## src/rtl/usr_seq_pkg.sv

```systemverilog
// ----------------------------------------------------------------------------
// usr_seq_pkg
// Shared types for the universal-shift-register command sequencer:
//   - data / shift-count widths and the default command FIFO depth
//   - command opcode encodings (OP_NOP / OP_LOAD / OP_SHL / OP_SHR)
//   - sequencer FSM state enum (S_IDLE / S_LOAD / S_SHIFT / S_DONE)
//   - packed command struct {op, data, count} stored in the command FIFO
//   - clampCount(): limits a requested shift count to the register width
// No ports (package).
// ----------------------------------------------------------------------------
package usr_seq_pkg;

    localparam int WIDTH              = 8;
    localparam int CNT_W              = $clog2(WIDTH + 1);
    localparam int DEFAULT_FIFO_DEPTH = 2;

    typedef enum logic [1:0] {
        OP_NOP  = 2'b00,
        OP_LOAD = 2'b01,
        OP_SHL  = 2'b10,
        OP_SHR  = 2'b11
    } op_e;

    typedef enum logic [1:0] {
        S_IDLE  = 2'd0,
        S_LOAD  = 2'd1,
        S_SHIFT = 2'd2,
        S_DONE  = 2'd3
    } state_e;

    typedef struct packed {
        op_e              op;
        logic [WIDTH-1:0] data;
        logic [CNT_W-1:0] count;
    } cmd_t;

    // Shifting an 8-bit register more than 8 times is meaningless, so any
    // larger request is reduced to a full-width shift.
    function automatic logic [CNT_W-1:0] clampCount(input logic [CNT_W-1:0] count);
        return (count > CNT_W'(WIDTH)) ? CNT_W'(WIDTH) : count;
    endfunction

endpackage

```

## src/rtl/usr_seq_cmd_fifo.sv

```systemverilog
// ----------------------------------------------------------------------------
// usr_seq_cmd_fifo
// Small synchronous FIFO holding sequencer commands (cmd_t).
// Ports:
//   clk        in   rising-edge clock
//   reset      in   asynchronous, active-high reset (FIFO empty, not ready)
//   push_i     in   write pushCmd_i (ignored while ready_o is low)
//   pushCmd_i  in   command to enqueue
//   pop_i      in   drop the head entry (ignored while empty_o is high)
//   popCmd_o   out  head entry (valid while empty_o is low)
//   ready_o    out  registered "not full"; low during reset
//   empty_o    out  FIFO holds no entries
// Pointers carry one extra wrap bit so full and empty are distinguishable
// when the index bits are equal.
// ----------------------------------------------------------------------------
module usr_seq_cmd_fifo
    import usr_seq_pkg::*;
#(
    parameter int DEPTH = DEFAULT_FIFO_DEPTH
) (
    input  logic clk,
    input  logic reset,
    input  logic push_i,
    input  cmd_t pushCmd_i,
    input  logic pop_i,
    output cmd_t popCmd_o,
    output logic ready_o,
    output logic empty_o
);

    localparam int AW = $clog2(DEPTH);

    logic [AW:0] wrPtr_q, wrPtr_d;
    logic [AW:0] rdPtr_q, rdPtr_d;
    logic        ready_q, ready_d;
    logic        doPush, doPop;
    cmd_t        mem_q [DEPTH];

    // Push is gated by the registered ready, so a full FIFO never accepts a
    // command even if the head is being popped in the same cycle.
    assign doPush   = push_i & ready_q;
    assign doPop    = pop_i & ~empty_o;
    assign empty_o  = (wrPtr_q == rdPtr_q);
    assign ready_o  = ready_q;
    assign popCmd_o = mem_q[rdPtr_q[AW-1:0]];

    // Advance the pointers and precompute whether the FIFO will be full after
    // this edge, so that ready can be presented straight from a flop.
    always_comb begin
        wrPtr_d = wrPtr_q + (AW+1)'(doPush);
        rdPtr_d = rdPtr_q + (AW+1)'(doPop);
        ready_d = !((wrPtr_d[AW] != rdPtr_d[AW]) &&
                    (wrPtr_d[AW-1:0] == rdPtr_d[AW-1:0]));
    end

    // Pointer and ready registers; ready stays low while reset is held and
    // rises on the first clock afterwards.
    always_ff @(posedge clk or posedge reset) begin
        if (reset) begin
            wrPtr_q <= '0;
            rdPtr_q <= '0;
            ready_q <= 1'b0;
        end else begin
            wrPtr_q <= wrPtr_d;
            rdPtr_q <= rdPtr_d;
            ready_q <= ready_d;
        end
    end

    // Storage needs no reset: an entry is only read after it was written.
    always_ff @(posedge clk) begin
        if (doPush) begin
            mem_q[wrPtr_q[AW-1:0]] <= pushCmd_i;
        end
    end

endmodule

```

## src/rtl/usr_shift_sequencer.sv

```systemverilog
// ----------------------------------------------------------------------------
// usr_shift_sequencer
// Command-driven controller for an 8-bit universal shift register. Accepts
// LOAD / SHL / SHR / NOP commands over valid/ready, queues them in a command
// FIFO and drives one registered USR strobe per clock, pulsing done as each
// command completes.
// Ports:
//   clk            in   rising-edge clock
//   reset          in   asynchronous, active-high reset
//   pause          in   (only with USR_SEQ_PAUSE_EN) freeze an active shift
//   cmd_valid      in   command present
//   cmd_ready      out  command FIFO can accept
//   cmd_op         in   00 NOP, 01 LOAD, 10 SHL, 11 SHR
//   cmd_data       in   LOAD value
//   cmd_count      in   number of shifts for SHL/SHR
//   parallel_load  out  USR load strobe
//   shift_left     out  USR shift-left strobe
//   shift_right    out  USR shift-right strobe
//   data_in        out  USR load data, holds the last loaded value
//   busy           out  FSM active or commands queued
//   done           out  one-cycle completion pulse
//   err            out  sticky: a shift count above WIDTH was accepted
// Optional feature macro: USR_SEQ_PAUSE_EN adds the pause input; without it
// the shift strobes of a command are always contiguous.
// ----------------------------------------------------------------------------
module usr_shift_sequencer
    import usr_seq_pkg::*;
#(
    parameter int FIFO_DEPTH = DEFAULT_FIFO_DEPTH
) (
    input  logic             clk,
    input  logic             reset,
`ifdef USR_SEQ_PAUSE_EN
    input  logic             pause,
`endif
    input  logic             cmd_valid,
    output logic             cmd_ready,
    input  logic [1:0]       cmd_op,
    input  logic [WIDTH-1:0] cmd_data,
    input  logic [CNT_W-1:0] cmd_count,
    output logic             parallel_load,
    output logic             shift_left,
    output logic             shift_right,
    output logic [WIDTH-1:0] data_in,
    output logic             busy,
    output logic             done,
    output logic             err
);

    cmd_t             pushCmd, popCmd;
    logic             push, pop, fifoReady, fifoEmpty, pauseActive;
    state_e           state_q, state_d;
    op_e              curOp_q, curOp_d;
    logic [WIDTH-1:0] curData_q, curData_d;
    logic [CNT_W-1:0] shiftCnt_q, shiftCnt_d;
    logic             parallelLoad_q, parallelLoad_d;
    logic             shiftLeft_q, shiftLeft_d;
    logic             shiftRight_q, shiftRight_d;
    logic             done_q, done_d;
    logic [WIDTH-1:0] dataIn_q, dataIn_d;
    logic             err_q, err_d;

`ifdef USR_SEQ_PAUSE_EN
    assign pauseActive = pause;
`else
    assign pauseActive = 1'b0;
`endif

    // Oversized counts are clamped before queueing, so the FSM never has to
    // deal with them; err remembers that it happened.
    assign push          = cmd_valid & fifoReady;
    assign pushCmd.op    = op_e'(cmd_op);
    assign pushCmd.data  = cmd_data;
    assign pushCmd.count = clampCount(cmd_count);
    assign err_d         = err_q | (push & (cmd_count > CNT_W'(WIDTH)));

    usr_seq_cmd_fifo #(
        .DEPTH (FIFO_DEPTH)
    ) u_cmdFifo (
        .clk       (clk),
        .reset     (reset),
        .push_i    (push),
        .pushCmd_i (pushCmd),
        .pop_i     (pop),
        .popCmd_o  (popCmd),
        .ready_o   (fifoReady),
        .empty_o   (fifoEmpty)
    );

    // State register, working command, shift counter and all output flops.
    // Reset drops every strobe immediately, even mid-command.
    always_ff @(posedge clk or posedge reset) begin
        if (reset) begin
            state_q        <= S_IDLE;
            curOp_q        <= OP_NOP;
            curData_q      <= '0;
            shiftCnt_q     <= '0;
            parallelLoad_q <= 1'b0;
            shiftLeft_q    <= 1'b0;
            shiftRight_q   <= 1'b0;
            done_q         <= 1'b0;
            dataIn_q       <= '0;
            err_q          <= 1'b0;
        end else begin
            state_q        <= state_d;
            curOp_q        <= curOp_d;
            curData_q      <= curData_d;
            shiftCnt_q     <= shiftCnt_d;
            parallelLoad_q <= parallelLoad_d;
            shiftLeft_q    <= shiftLeft_d;
            shiftRight_q   <= shiftRight_d;
            done_q         <= done_d;
            dataIn_q       <= dataIn_d;
            err_q          <= err_d;
        end
    end

    // Next-state logic. IDLE pops the head command and decodes it; shifts of
    // zero and NOPs go straight to DONE. In SHIFT the counter holds the
    // number of strobes still to issue, and is frozen while paused.
    always_comb begin
        state_d    = state_q;
        curOp_d    = curOp_q;
        curData_d  = curData_q;
        shiftCnt_d = shiftCnt_q;
        pop        = 1'b0;
        case (state_q)
            S_IDLE: begin
                if (!fifoEmpty) begin
                    pop       = 1'b1;
                    curOp_d   = popCmd.op;
                    curData_d = popCmd.data;
                    case (popCmd.op)
                        OP_LOAD: state_d = S_LOAD;
                        OP_SHL, OP_SHR: begin
                            shiftCnt_d = popCmd.count;
                            state_d    = (popCmd.count != '0) ? S_SHIFT : S_DONE;
                        end
                        default: state_d = S_DONE;
                    endcase
                end
            end
            S_LOAD: state_d = S_DONE;
            S_SHIFT: begin
                if (!pauseActive) begin
                    shiftCnt_d = shiftCnt_q - CNT_W'(1);
                    if (shiftCnt_q == CNT_W'(1)) begin
                        state_d = S_DONE;
                    end
                end
            end
            S_DONE:  state_d = S_IDLE;
            default: state_d = S_IDLE;
        endcase
    end

    // Output decode from the current state; the results are registered, so
    // each strobe appears one cycle after the FSM enters the matching state.
    // Only one state is active at a time, which keeps the strobes one-hot.
    always_comb begin
        parallelLoad_d = (state_q == S_LOAD);
        shiftLeft_d    = (state_q == S_SHIFT) && !pauseActive && (curOp_q == OP_SHL);
        shiftRight_d   = (state_q == S_SHIFT) && !pauseActive && (curOp_q == OP_SHR);
        done_d         = (state_q == S_DONE);
        dataIn_d       = (state_q == S_LOAD) ? curData_q : dataIn_q;
    end

    assign cmd_ready     = fifoReady;
    assign parallel_load = parallelLoad_q;
    assign shift_left    = shiftLeft_q;
    assign shift_right   = shiftRight_q;
    assign done          = done_q;
    assign data_in       = dataIn_q;
    assign err           = err_q;
    assign busy          = (state_q != S_IDLE) | ~fifoEmpty;

endmodule

```

## config.mk

```make
export PLATFORM = sky130hd
export DESIGN_NAME = usr_shift_sequencer
export DESIGN_NICKNAME = d
export VERILOG_FILES = /design/src/rtl/usr_seq_pkg.sv /design/src/rtl/usr_seq_cmd_fifo.sv /design/src/rtl/usr_shift_sequencer.sv
export SDC_FILE = /design/constraint.sdc
export NUM_CORES = 1
export LEC_CHECK = 0
export ABC_AREA = 1
export BUFFER_PORTS_ARGS = -buffer_cell sky130_fd_sc_hd__buf_2
export CORE_MARGIN = 8
export CORE_UTILIZATION = 55
export CTS_BUF_LIST = sky130_fd_sc_hd__clkbuf_8
export CTS_CLUSTER_DIAMETER = 200
export DETAILED_ROUTE_END_ITERATION = 10
export PLACE_DENSITY_LB_ADDON = 0.15
export SLEW_MARGIN = 0
export SYNTH_ARGS = -nofsm -noshare
export SYNTH_HDL_FRONTEND = slang
export SYNTH_SLANG_ARGS = --single-unit
```

## constraint.sdc

```tcl
create_clock -name clk -period 2.6 [get_ports clk]
set_input_delay 0.52 -clock clk [delete_from_list [all_inputs] [get_ports clk]]
set_output_delay 0.52 -clock clk [all_outputs]
set_load 0.03 [all_outputs]
```

==> results of run 1 <==
==> synth_stat cells <==
| cell | n | area, um^2 |
|---|---|---|
| xnor2_1 | 1 | 8.76 |
| xnor2_4 | 1 | 27.5 |
| xor2_1 | 4 | 35.0 |
| o21ai_2 | 7 | 61.3 |
| edfxtp_1 | 28 | 841 |
| o211ai_2 | 2 | 25.0 |
| inv_4 | 1 | 6.26 |
| or2_2 | 2 | 12.5 |
| dfrtp_1 | 34 | 851 |
| buf_4 | 2 | 15.0 |
| o22ai_1 | 1 | 6.26 |
| nor2_1 | 22 | 82.6 |
| o21ai_0 | 11 | 55.1 |
| a21oi_4 | 1 | 16.3 |
| buf_2 | 1 | 5.00 |
| a21oi_2 | 1 | 8.76 |
| nor3_1 | 2 | 10.0 |
| o21a_1 | 6 | 45.0 |
| o21ai_1 | 3 | 15.0 |
| buf_6 | 3 | 33.8 |
| o31ai_1 | 1 | 7.51 |
| clkbuf_1 | 1 | 3.75 |
| a21oi_1 | 4 | 20.0 |
| nand2_1 | 41 | 154 |
| ha_1 | 10 | 125 |
| inv_2 | 1 | 3.75 |
| o21bai_1 | 1 | 7.51 |
| mux2_2 | 6 | 67.6 |
| nand3_2 | 1 | 10.0 |
| inv_1 | 24 | 90.1 |
| nand3_1 | 1 | 5.00 |
==> per-stage QoR <==
stage | hold WS [ns] | power (mW) | setup WS, ns | util, %
floorplan | 0.410 | 2.90 | 0.883 | -
CTS | 0.272 | 4.00 | 0.513 | 64.6
global placement | 0.426 | 3.17 | 0.915 | 60.7
finish | 0.273 | 3.96 | 0.551 | 64.6
global route | 0.314 | 4.26 | 0.484 | 64.6
detailed placement | 0.425 | 3.21 | 0.889 | 60.7
==> worst reg2reg max path: stages (launching register included) <==
cell and delay, ns:
dfrtp_1 0.42, inv_1 0.11, ha_1 0.21, inv_1 0.10
a21oi_4 0.13, ha_1 0.17, xor2_1 0.22, xor2_1 0.17
nand2_1 0.07
==> flip-flops by register name, indices dropped and copies added, names as in the netlist <==
register / flops
shift_left: 1
err: 1
curData_q: 8
parallel_load: 1
u_cmdFifo.ready_o: 1
u_cmdFifo.rdPtr_q: 2
done: 1
data_in: 8
shift_right: 1
shiftCnt_q: 4
u_cmdFifo.wrPtr_q: 2
u_cmdFifo.mem_q: 28
state_q: 2
curOp_q: 2
==> cell families (layout without fill, tap and decap cells) <==
group           Yosys count  count (layout)  synth area share [%]
flops                    62              62                  63.7
compound gates           38              38                  10.1
buf+inv                  33              77                  5.94
xor+xnor                  6               6                  2.69
fa+ha+maj                10              10                  4.71
simple gates             69              69                  10.3
mux                       6               6                  2.54
==> metal layers <==
| metal | up-vias | wire [um] | share of wire, % | GRT usage [%] |
|---|---|---|---|---|
| met5 | - | 0 | 0 | 0 |
| met4 | 0 | 63 | 1.5 | 9.39 |
| met3 | 7 | 237 | 5.5 | 4.15 |
| met2 | 43 | 1820 | 42 | 18.3 |
| met1 | 709 | 2170 | 51 | 16.4 |
| li1 | 812 | - | - | - |
==> final cells by class <==
cell class	instances	area, um^2
clock buffer	9	124
inverter	26	100
timing repair buffer	35	185
clock inverter	7	58.8
sequential	62	1690
multi-input combinational	129	806
fill	360	1660
tap	54	67.6
==> worst min path at each step <==
| stage | startpoint | end | slack [ns] | cells past startpoint |
|---|---|---|---|---|
| floorplan | curOp_q[0]$_DFFE_PP0P_ | shift_left$_DFF_PP0_ | 0.41 | 1 |
| global placement | curOp_q[0]$_DFFE_PP0P_ | shift_left$_DFF_PP0_ | 0.43 | 1 |
| detailed placement | curOp_q[0]$_DFFE_PP0P_ | shift_left$_DFF_PP0_ | 0.43 | 1 |
| CTS | reset | state_q[1]$_DFFE_PP0P_ | 0.27 | 3 |
| global route | reset | data_in[0]$_DFFE_PP0P_ | 0.31 | 3 |
| finish | reset | data_in[6]$_DFFE_PP0P_ | 0.27 | 3 |
==> power breakdown <==
part	switching (mW)	internal, mW
Clock	0.349	0.428
Sequential	0.189	1.39
Combinational	1.00	0.601
==> impl_results.md, run 1 <==
* Syn_area_per_cell at 11.9 um^2
* Port Buffers at 31
* DR DRC count at 0
* Core ar. at 4690 um^2
* Clk slew on worst S/H paths at 0.07 ns
* Leak Pwr at 1.37 nW
* CP bufs+invs at 1
* Syn nets at 251
* Die area at 7310 um^2
* Outcome: finished, final reports clean
* RePlAce Congestion at 0.753
* Vias/cell at 4.88
* R2R Setup Slk at 0.90 ns
* Via count at 1,571
* Hold Path Class: input pin to asynchronous set/reset pin
* Post-synth cell types at 31
* TritonCTS clock tree: done
* Vias in the first global route at 1,577
* Worst VDD drop at 0.482 mV
* CP top delay family: flip-flops
* Crit share post-route at 78.8%
* RSZ-0062 raised after global routing: false
* Htree depth at 3
* Syn. warnings at 0
* R2R Path Start: state_q[1]$_DFFE_PP0P_
* Worst setup path end: busy
* WP depth at 3
* DP HPWL at 2.96 mm
* Final setup fails at 0
* Area grow syn2layout at 14.2%
* Cell row count at 25
* Initial Util at 56.6%
* Seq/Total Area, Yosys at 63.7%
* TritonCTS buffer count at 9
* Die W at 85.5 um
* DRT Pass-1 Iters at 4
* RR Endpoint: u_cmdFifo.ready_o$_DFF_PP0_
* Most frequent cells in the layout: nand2_1, dfrtp_1, buf_2
* Crit-path slowest cell: dfrtp_1
* N_diodes at 0
* Initial antenna violation count at 0
* Reg2reg path depth at 8
* Post-synthesis cell count at 224
* Placed Area at 2850 um^2
* Power per cell area at 1310 nW/um^2
* Pins Over Slew Limit at 0
* Max-cap viol count at 0
* Worst Clk Skew at 0.0104 ns
* Least-Margin Pin Slew at 0.628 ns
* Boundary Pins at 32
* Final hold vios at 0
* Critical path class: flop to output pin
* Maximum fanout along the worst path at 12
* Routed length per instance at 13.3 um
* Largest net degree at the start of global routing at 35
* Die height at 85.5 um
* Crit path largest cell delay at 0.65 ns
* Share of layout cells above drive strength 1 at 26.5%
* Hold buffer count at CTS at 0
* Most common cell after layout, fill and taps aside: nand2_1
* 1st-iter DRT viols at 86
* Routed Antenna Nets at 0
* Worst setup EP type: output pin
* Crit-path cells: xnor2_4, nand3_2, buf_2
* Setup Fix Bufs, Post-CTS at 0
* Setup TNS at 0 ns
* Final WL at 4.29 mm
* Fmax at 0.488 GHz
* WP data required at 2.08 ns
* GRT Total Usage at 13.0%
* Grt ovf at 0
* Clock root cell: clkbuf_8
* Nets at 290
* Crit. Startpoint: u_cmdFifo.rdPtr_q[0]$_DFF_PP0_
* Tmin final at 2.05 ns
* Arr. time, crit path at 1.53 ns
* Post-Syn Area at 2660 um^2
* Yosys reg bits at 62
* Worst-case clock buffer depth at 2
* Clock latency on the worst-skew pair at 0.34 ns
* CTS Sinks at 62
* First-pass GRT wire length at 7.20 mm
* Slew HR at 58.1%
* Final Non-Filler Cells at 322
* Post-cts resize count at 0
* Cell Count Post-Placement at 306
* Crit start category: flop
* Design Area, Final at 3030 um^2
Power figures use the tool's default switching activity.
==> inputs of run 2 (changes only) <==
- clock period: 2.6 -> 2.1 ns (I/O delays scaled with it)
==> impl_results.md, run 2 (synthesis results as in run 1) <==
* Outcome: finished, final reports clean
* Post-cts resize count at 0 (unchanged)
* GRT Total Usage at 14.5% (+1.5 points)
* Fmax at 0.531 GHz
* Arr. time, crit path at 1.46 ns (-0.07 ns)
* Largest register FFs at 28 (unchanged)
* Cell Count Post-Placement at 307 (+0.33%)
* Hold buffer count at CTS at 0 (unchanged)
* Setup TNS at 0 ns (unchanged)
* Grt ovf at 0 (unchanged)
* Comb power frac at 40.8% (+0.3 points)
* Fin worst setup slack at 0.218 ns (-0.333 ns)
* Net switching power at 1.93 mW (+25%)
* Clock root cell: clkbuf_8
* DR DRC count at 0 (unchanged)
* Die W at 85.5 um (unchanged)
* Pins Over Slew Limit at 0 (unchanged)
* Hold Path Class: input pin to asynchronous set/reset pin
* Htree depth at 3 (unchanged)
* Crit start category: flop
* Initial Util at 56.6% (unchanged)
* Switching part of the total at 39.2% (+0.32 points)
* Final hold vios at 0 (unchanged)
* Power per cell area at 1620 nW/um^2 (+24%)
* Most common cell after layout, fill and taps aside: nand2_1
* Area grow syn2layout at 14.7%
* Part of the power in registers at 39.8% (about the same)
* Total power at 4.92 mW (+24%)
* Maximum fanout along the worst path at 11 (-1)
* Tmin final at 1.88 ns
* Routed length per instance at 14.1 um (+5.8%)
* TritonCTS buffer count at 9 (unchanged)
* Final WL at 4.55 mm (+6.1%)
* DRT Pass-1 Iters at 4 (unchanged)
* TritonCTS clock tree: done
* Clock share of power at 19.4% (-0.2 points)
* Max-cap viol count at 0 (unchanged)
* Worst setup EP type: output pin
* Leak Pwr at 1.37 nW (+0.15%)
* Least-Margin Pin Slew at 0.480 ns (-0.149 ns)
* Setup Fix Bufs, Post-CTS at 0 (unchanged)
* Final Non-Filler Cells at 323 (+0.31%)
* Port Buffers at 31 (unchanged)
* Clk slew on worst S/H paths at 0.07 ns (about the same)
* 1st-iter DRT viols at 64 (-26%)
* Slew HR at 68.0% (+9.9 points)
* Largest net degree at the start of global routing at 35 (unchanged)
* WP data required at 1.68 ns (-0.40 ns)
* Core ar. at 4690 um^2 (unchanged)
* Worst VDD drop at 0.776 mV (+61%)
* RePlAce Congestion at 0.815 (+8.2%)
* Die area at 7310 um^2 (unchanged)
* Worst-case clock buffer depth at 2 (unchanged)
* Share of layout cells above drive strength 1 at 27.5% (+1.0 points)
* Most frequent cells in the layout: nand2_1, dfrtp_1, buf_2
* Crit-path cells: xnor2_4, nand3_2, buf_2
* Vias in the first global route at 1,687 (+7.0%)
* Crit-path slowest cell: dfrtp_1
* Final setup fails at 0 (unchanged)
* RSZ-0062 raised after global routing: false
* Nets at 291 (+0.34%)
* DP HPWL at 3.26 mm (+10%)
* P_int at 2.99 mW (+24%)
* Routed Antenna Nets at 0 (unchanged)
* Vias/cell at 4.94 (+1.3%)
* Worst Clk Skew at 0.00345 ns (-0.00691 ns)
* Die height at 85.5 um (unchanged)
* Via count at 1,596 (+1.6%)
* Worst slack, placed at 0.417 ns (-0.472 ns)
* Critical path class: flop to output pin
* Initial antenna violation count at 0 (unchanged)
* First-pass GRT wire length at 7.99 mm (+11%)
* Boundary Pins at 32 (unchanged)
* Crit share post-route at 89.6%
* Crit path largest cell delay at 0.53 ns (-0.12 ns)
* Hold WS at 0.171 ns (-0.102 ns)
* CTS Sinks at 62 (unchanged)
* N_diodes at 0 (unchanged)
* Clock latency on the worst-skew pair at 0.33 ns (about the same)
* Cell row count at 25 (unchanged)
[run 2: final timing paths]
kind / from / to / slack (ns) / depth (start not counted)
worst max-delay path: u_cmdFifo.rdPtr_q[0]$_DFF_PP0_ / busy / 0.22 / 3
worst min-delay path: reset / data_in[7]$_DFFE_PP0P_ / 0.17 / 3
worst max register to register: state_q[0]$_DFFE_PP0P_ / u_cmdFifo.ready_o$_DFF_PP0_ / 0.41 / 8
worst min register to register: curOp_q[0]$_DFFE_PP0P_ / shift_left$_DFF_PP0_ / 0.44 / 1
max in group asynchronous: reset / u_cmdFifo.ready_o$_DFF_PP0_ / 1.62 / 3
min in group clk: cmd_data[3] / u_cmdFifo.mem_q[0][7]$_DFFE_PP_ / 0.28 / 1
[run 2: per-layer routing]
| metal | global-route usage [%] | vias to the layer above | wire length [um] |
|---|---|---|---|
| met4 | 8.12 | 0 | 70 |
| met1 | 18.8 | 727 | 2230 |
| li1 | - | 820 | - |
| met5 | 0 | - | 0 |
| met3 | 5.12 | 7 | 242 |
| met2 | 20.5 | 42 | 2000 |
[run 2: layout make-up]
| type | instances | area [um^2] |
|---|---|---|
| fill | 376 | 1650 |
| clock buffer | 12 | 165 |
| clock inverter | 4 | 21.3 |
| multi-input combinational | 129 | 806 |
| tap | 54 | 67.6 |
| timing repair buffer | 36 | 193 |
| sequential | 62 | 1690 |
| inverter | 26 | 100 |
[run 2: metrics by stage]
| stage | area [um^2] | util [%] |
|---|---|---|
| 2_1_floorplan | 2660 | - |
| 3_3_place_gp | 2860 | 60.9 |
| 3_5_place_dp | 2860 | 60.9 |
| 4_1_cts | 3040 | 64.9 |
| 5_1_grt | 3040 | 64.9 |
| 6_report | 3040 | 64.9 |
[run 2: power by group through the flow]
| stage | registers [mW] | logic (mW) | clock network (mW) |
|---|---|---|---|
| after global placement | 1.97 | 1.98 | 0 |
| final | 1.96 | 2.01 | 0.953 |
| after global routing | 2.02 | 2.29 | 1.03 |
| after floorplan | 2.12 | 1.46 | 0 |
| after CTS | 1.96 | 2.04 | 0.991 |
| after detailed placement | 1.98 | 2.04 | 0 |
[run 2: critical path: cells and delay by family, from the launching register on]
kind / cells / cell delay [ns]
flops: 1 / 0.53
xor+xnor: 1 / 0.27
buf+inv: 1 / 0.20
simple gates: 1 / 0.13
==> inputs of run 3 (changes only) <==
- REMOVE_ABC_BUFFERS: not set -> 1
==> impl_results.md, run 3 (synthesis results as in run 1) <==
* Outcome: finished, final reports clean
* R2R Setup Slk at 0.43 ns (+0.02 ns)
* Routed length per instance at 13.4 um (-4.5%)
* Fillers at 371 (-1.3%)
* Nets at 291 (unchanged)
* Hold buffer count at CTS at 0 (unchanged)
* Area grow syn2layout at 15.0%
* Worst VDD drop at 0.949 mV (+22%)
* Vias in the first global route at 1,561 (-7.5%)
* Max-cap viol count at 0 (unchanged)
* DR DRC count at 0 (unchanged)
* Switching part of the total at 39.0% (-0.23 points)
* 1st-iter DRT viols at 62 (-3.1%)
* Die height at 85.5 um (unchanged)
* First-pass GRT wire length at 7.32 mm (-8.4%)
* Tmin final at 1.82 ns (-0.0646 ns)
* Fin worst setup slack at 0.283 ns (+0.0646 ns)
* Pins Over Slew Limit at 0 (unchanged)
* DP HPWL at 2.98 mm (-8.6%)
* Net switching power at 1.93 mW (about the same)
* Clk slew on worst S/H paths at 0.07 ns (about the same)
* GRT Total Usage at 13.4% (-1.1 points)
* Maximum fanout along the worst path at 4 (-7)
* Reg2reg path depth at 8 (unchanged)
* Routed Antenna Nets at 0 (unchanged)
* WP depth at 4 (+1)
* DRT Pass-1 Iters at 4 (unchanged)
* Power per cell area at 1620 nW/um^2 (+0.27%)
* Crit path largest cell delay at 0.42 ns (-0.11 ns)
* Leak Pwr at 1.37 nW (about the same)
* WP data required at 1.68 ns (about the same)
* R2R Path Start: state_q[0]$_DFFE_PP0P_
* Die W at 85.5 um (unchanged)
* Cell row count at 25 (unchanged)
* P_int at 3.02 mW (+0.94%)
* Multi-input gate area at 806 um^2 (unchanged)
* Slew HR at 70.7% (+2.7 points)
* Fmax at 0.550 GHz (+3.6%)
* Worst setup EP type: output pin
* Part of the power in registers at 39.1% (-0.7 points)
* CP bufs+invs at 2 (+1)
* RePlAce Congestion at 0.730 (-10%)
* Crit start category: flop
* Arr. time, crit path at 1.40 ns (-0.06 ns)
* Clock root cell: clkbuf_8
* RSZ-0062 raised after global routing: false
* Crit share post-route at 86.5% (-3.1 points)
* Initial Util at 56.6% (unchanged)
* Final setup fails at 0 (unchanged)
* Core ar. at 4690 um^2 (unchanged)
* CP top delay family: flip-flops
* Share of layout cells above drive strength 1 at 27.9% (+0.37 points)
* Most frequent cells in the layout: nand2_1, dfrtp_1, buf_2
* Via count at 1,582 (-0.88%)
* TritonCTS buffer count at 9 (unchanged)
* Crit-path cells: inv_1, ha_1, nand3_2, buf_2
* Post-cts resize count at 0 (unchanged)
* Hold Path Class: input pin to asynchronous set/reset pin
* Boundary Pins at 32 (unchanged)
* N_diodes at 0 (unchanged)
* Crit-path slowest cell: dfrtp_1
* Setup TNS at 0 ns (unchanged)
* Largest register FFs at 28 (unchanged)
* Comb power frac at 40.5% (-0.3 points)
* Worst Clk Skew at 0.0112 ns (+0.00773 ns)
* Die area at 7310 um^2 (unchanged)
* Clock latency on the worst-skew pair at 0.34 ns (about the same)
* Least-Margin Pin Slew at 0.439 ns (-0.0405 ns)
* TritonCTS clock tree: done
* Critical path class: flop to output pin
* Port Buffers at 31 (unchanged)
* Clock share of power at 20.4% (+1.0 points)
* Grt ovf at 0 (unchanged)
* Final WL at 4.34 mm (-4.5%)
* Largest net degree at the start of global routing at 35 (unchanged)
* Initial antenna violation count at 0 (unchanged)
* Worst slack, placed at 0.419 ns (+0.00192 ns)
* Htree depth at 3 (unchanged)
* CTS Sinks at 62 (unchanged)
* Setup Fix Bufs, Post-CTS at 0 (unchanged)
* Most common cell after layout, fill and taps aside: nand2_1
* Register area at 1690 um^2 (unchanged)
* Vias/cell at 4.90 (-0.88%)
* RR Endpoint: u_cmdFifo.ready_o$_DFF_PP0_
* Worst-case clock buffer depth at 2 (unchanged)
* Final hold vios at 0 (unchanged)
==> run 3: changes by cell type in the layout (fill, tap and decap cells not counted) <==
cell | before | now
inv_1 | 25 | 24
inv_4 | 1 | 2
inv_6 | 0 | 1
bufinv_16 | 0 | 1
clkinv_4 | 0 | 1
clkbuf_8 | 12 | 9
==> run 3: worst max-delay path by stage <==
stage                                         from                     endpoint  slack, ns
finish                      state_q[0]$_DFFE_PP0P_                         busy       0.28
global route                state_q[1]$_DFFE_PP0P_                         busy       0.19
CTS                         state_q[1]$_DFFE_PP0P_                         busy       0.27
detailed placement          state_q[1]$_DFFE_PP0P_  u_cmdFifo.ready_o$_DFF_PP0_       0.42
global placement            state_q[0]$_DFFE_PP0P_  u_cmdFifo.ready_o$_DFF_PP0_       0.50
floorplan           u_cmdFifo.rdPtr_q[0]$_DFF_PP0_  u_cmdFifo.ready_o$_DFF_PP0_       0.03
==> run 3: area by class of cell <==
cell class	instances	share of cell area, %
flip-flops and latches	62	55.4
clock buffers	9	4.06
well taps	54	2.21
inverters	26	3.28
repair buffers	36	6.31
multi-input cells	129	26.4
clock inverters	7	2.34
==> run 3: worst register-to-register path, delay by kind of cell (launching register included) <==
kind	cells	cell delay (ns)
DFF	1	0.42
xor gates and xnor gates	2	0.38
adders and majority gates	2	0.36
buffers and inverters	2	0.20
AOI/OAI and AO/OA	1	0.13
and+or+nand+nor	1	0.06
==> run 3: per-stage QoR <==
step | cell area, um^2 | total power, mW | util (%) | cells | hold slack (ns)
6_report | 3050 | 4.95 | 65.1 | 323 | 0.159
5_1_grt | 3050 | 5.34 | 65.1 | 323 | 0.182
4_1_cts | 3050 | 5.02 | 65.1 | 323 | 0.176
3_5_place_dp | 2860 | 3.99 | 60.9 | 307 | 0.423
3_3_place_gp | 2860 | 3.95 | 60.9 | 307 | 0.420
2_1_floorplan | 2600 | 3.47 | - | 217 | 0.410
==> run 3: power by group through the flow <==
stage          registers [mW]  logic [mW]  clock network, mW
6_report                 1.93        2.01               1.01
2_1_floorplan            2.17        1.30                  0
3_5_place_dp             1.96        2.04                  0
3_3_place_gp             1.95        2.01                  0
5_1_grt                  1.98        2.27               1.09
4_1_cts                  1.94        2.05               1.03
==> run 3: per-layer routing <==
metal	up-vias	track usage (%)	routed length (um)
met3	9	5.41	241
met4	0	8.60	91
li1	817	-	-
met5	-	0	0
met2	35	17.5	1790
met1	721	17.9	2220
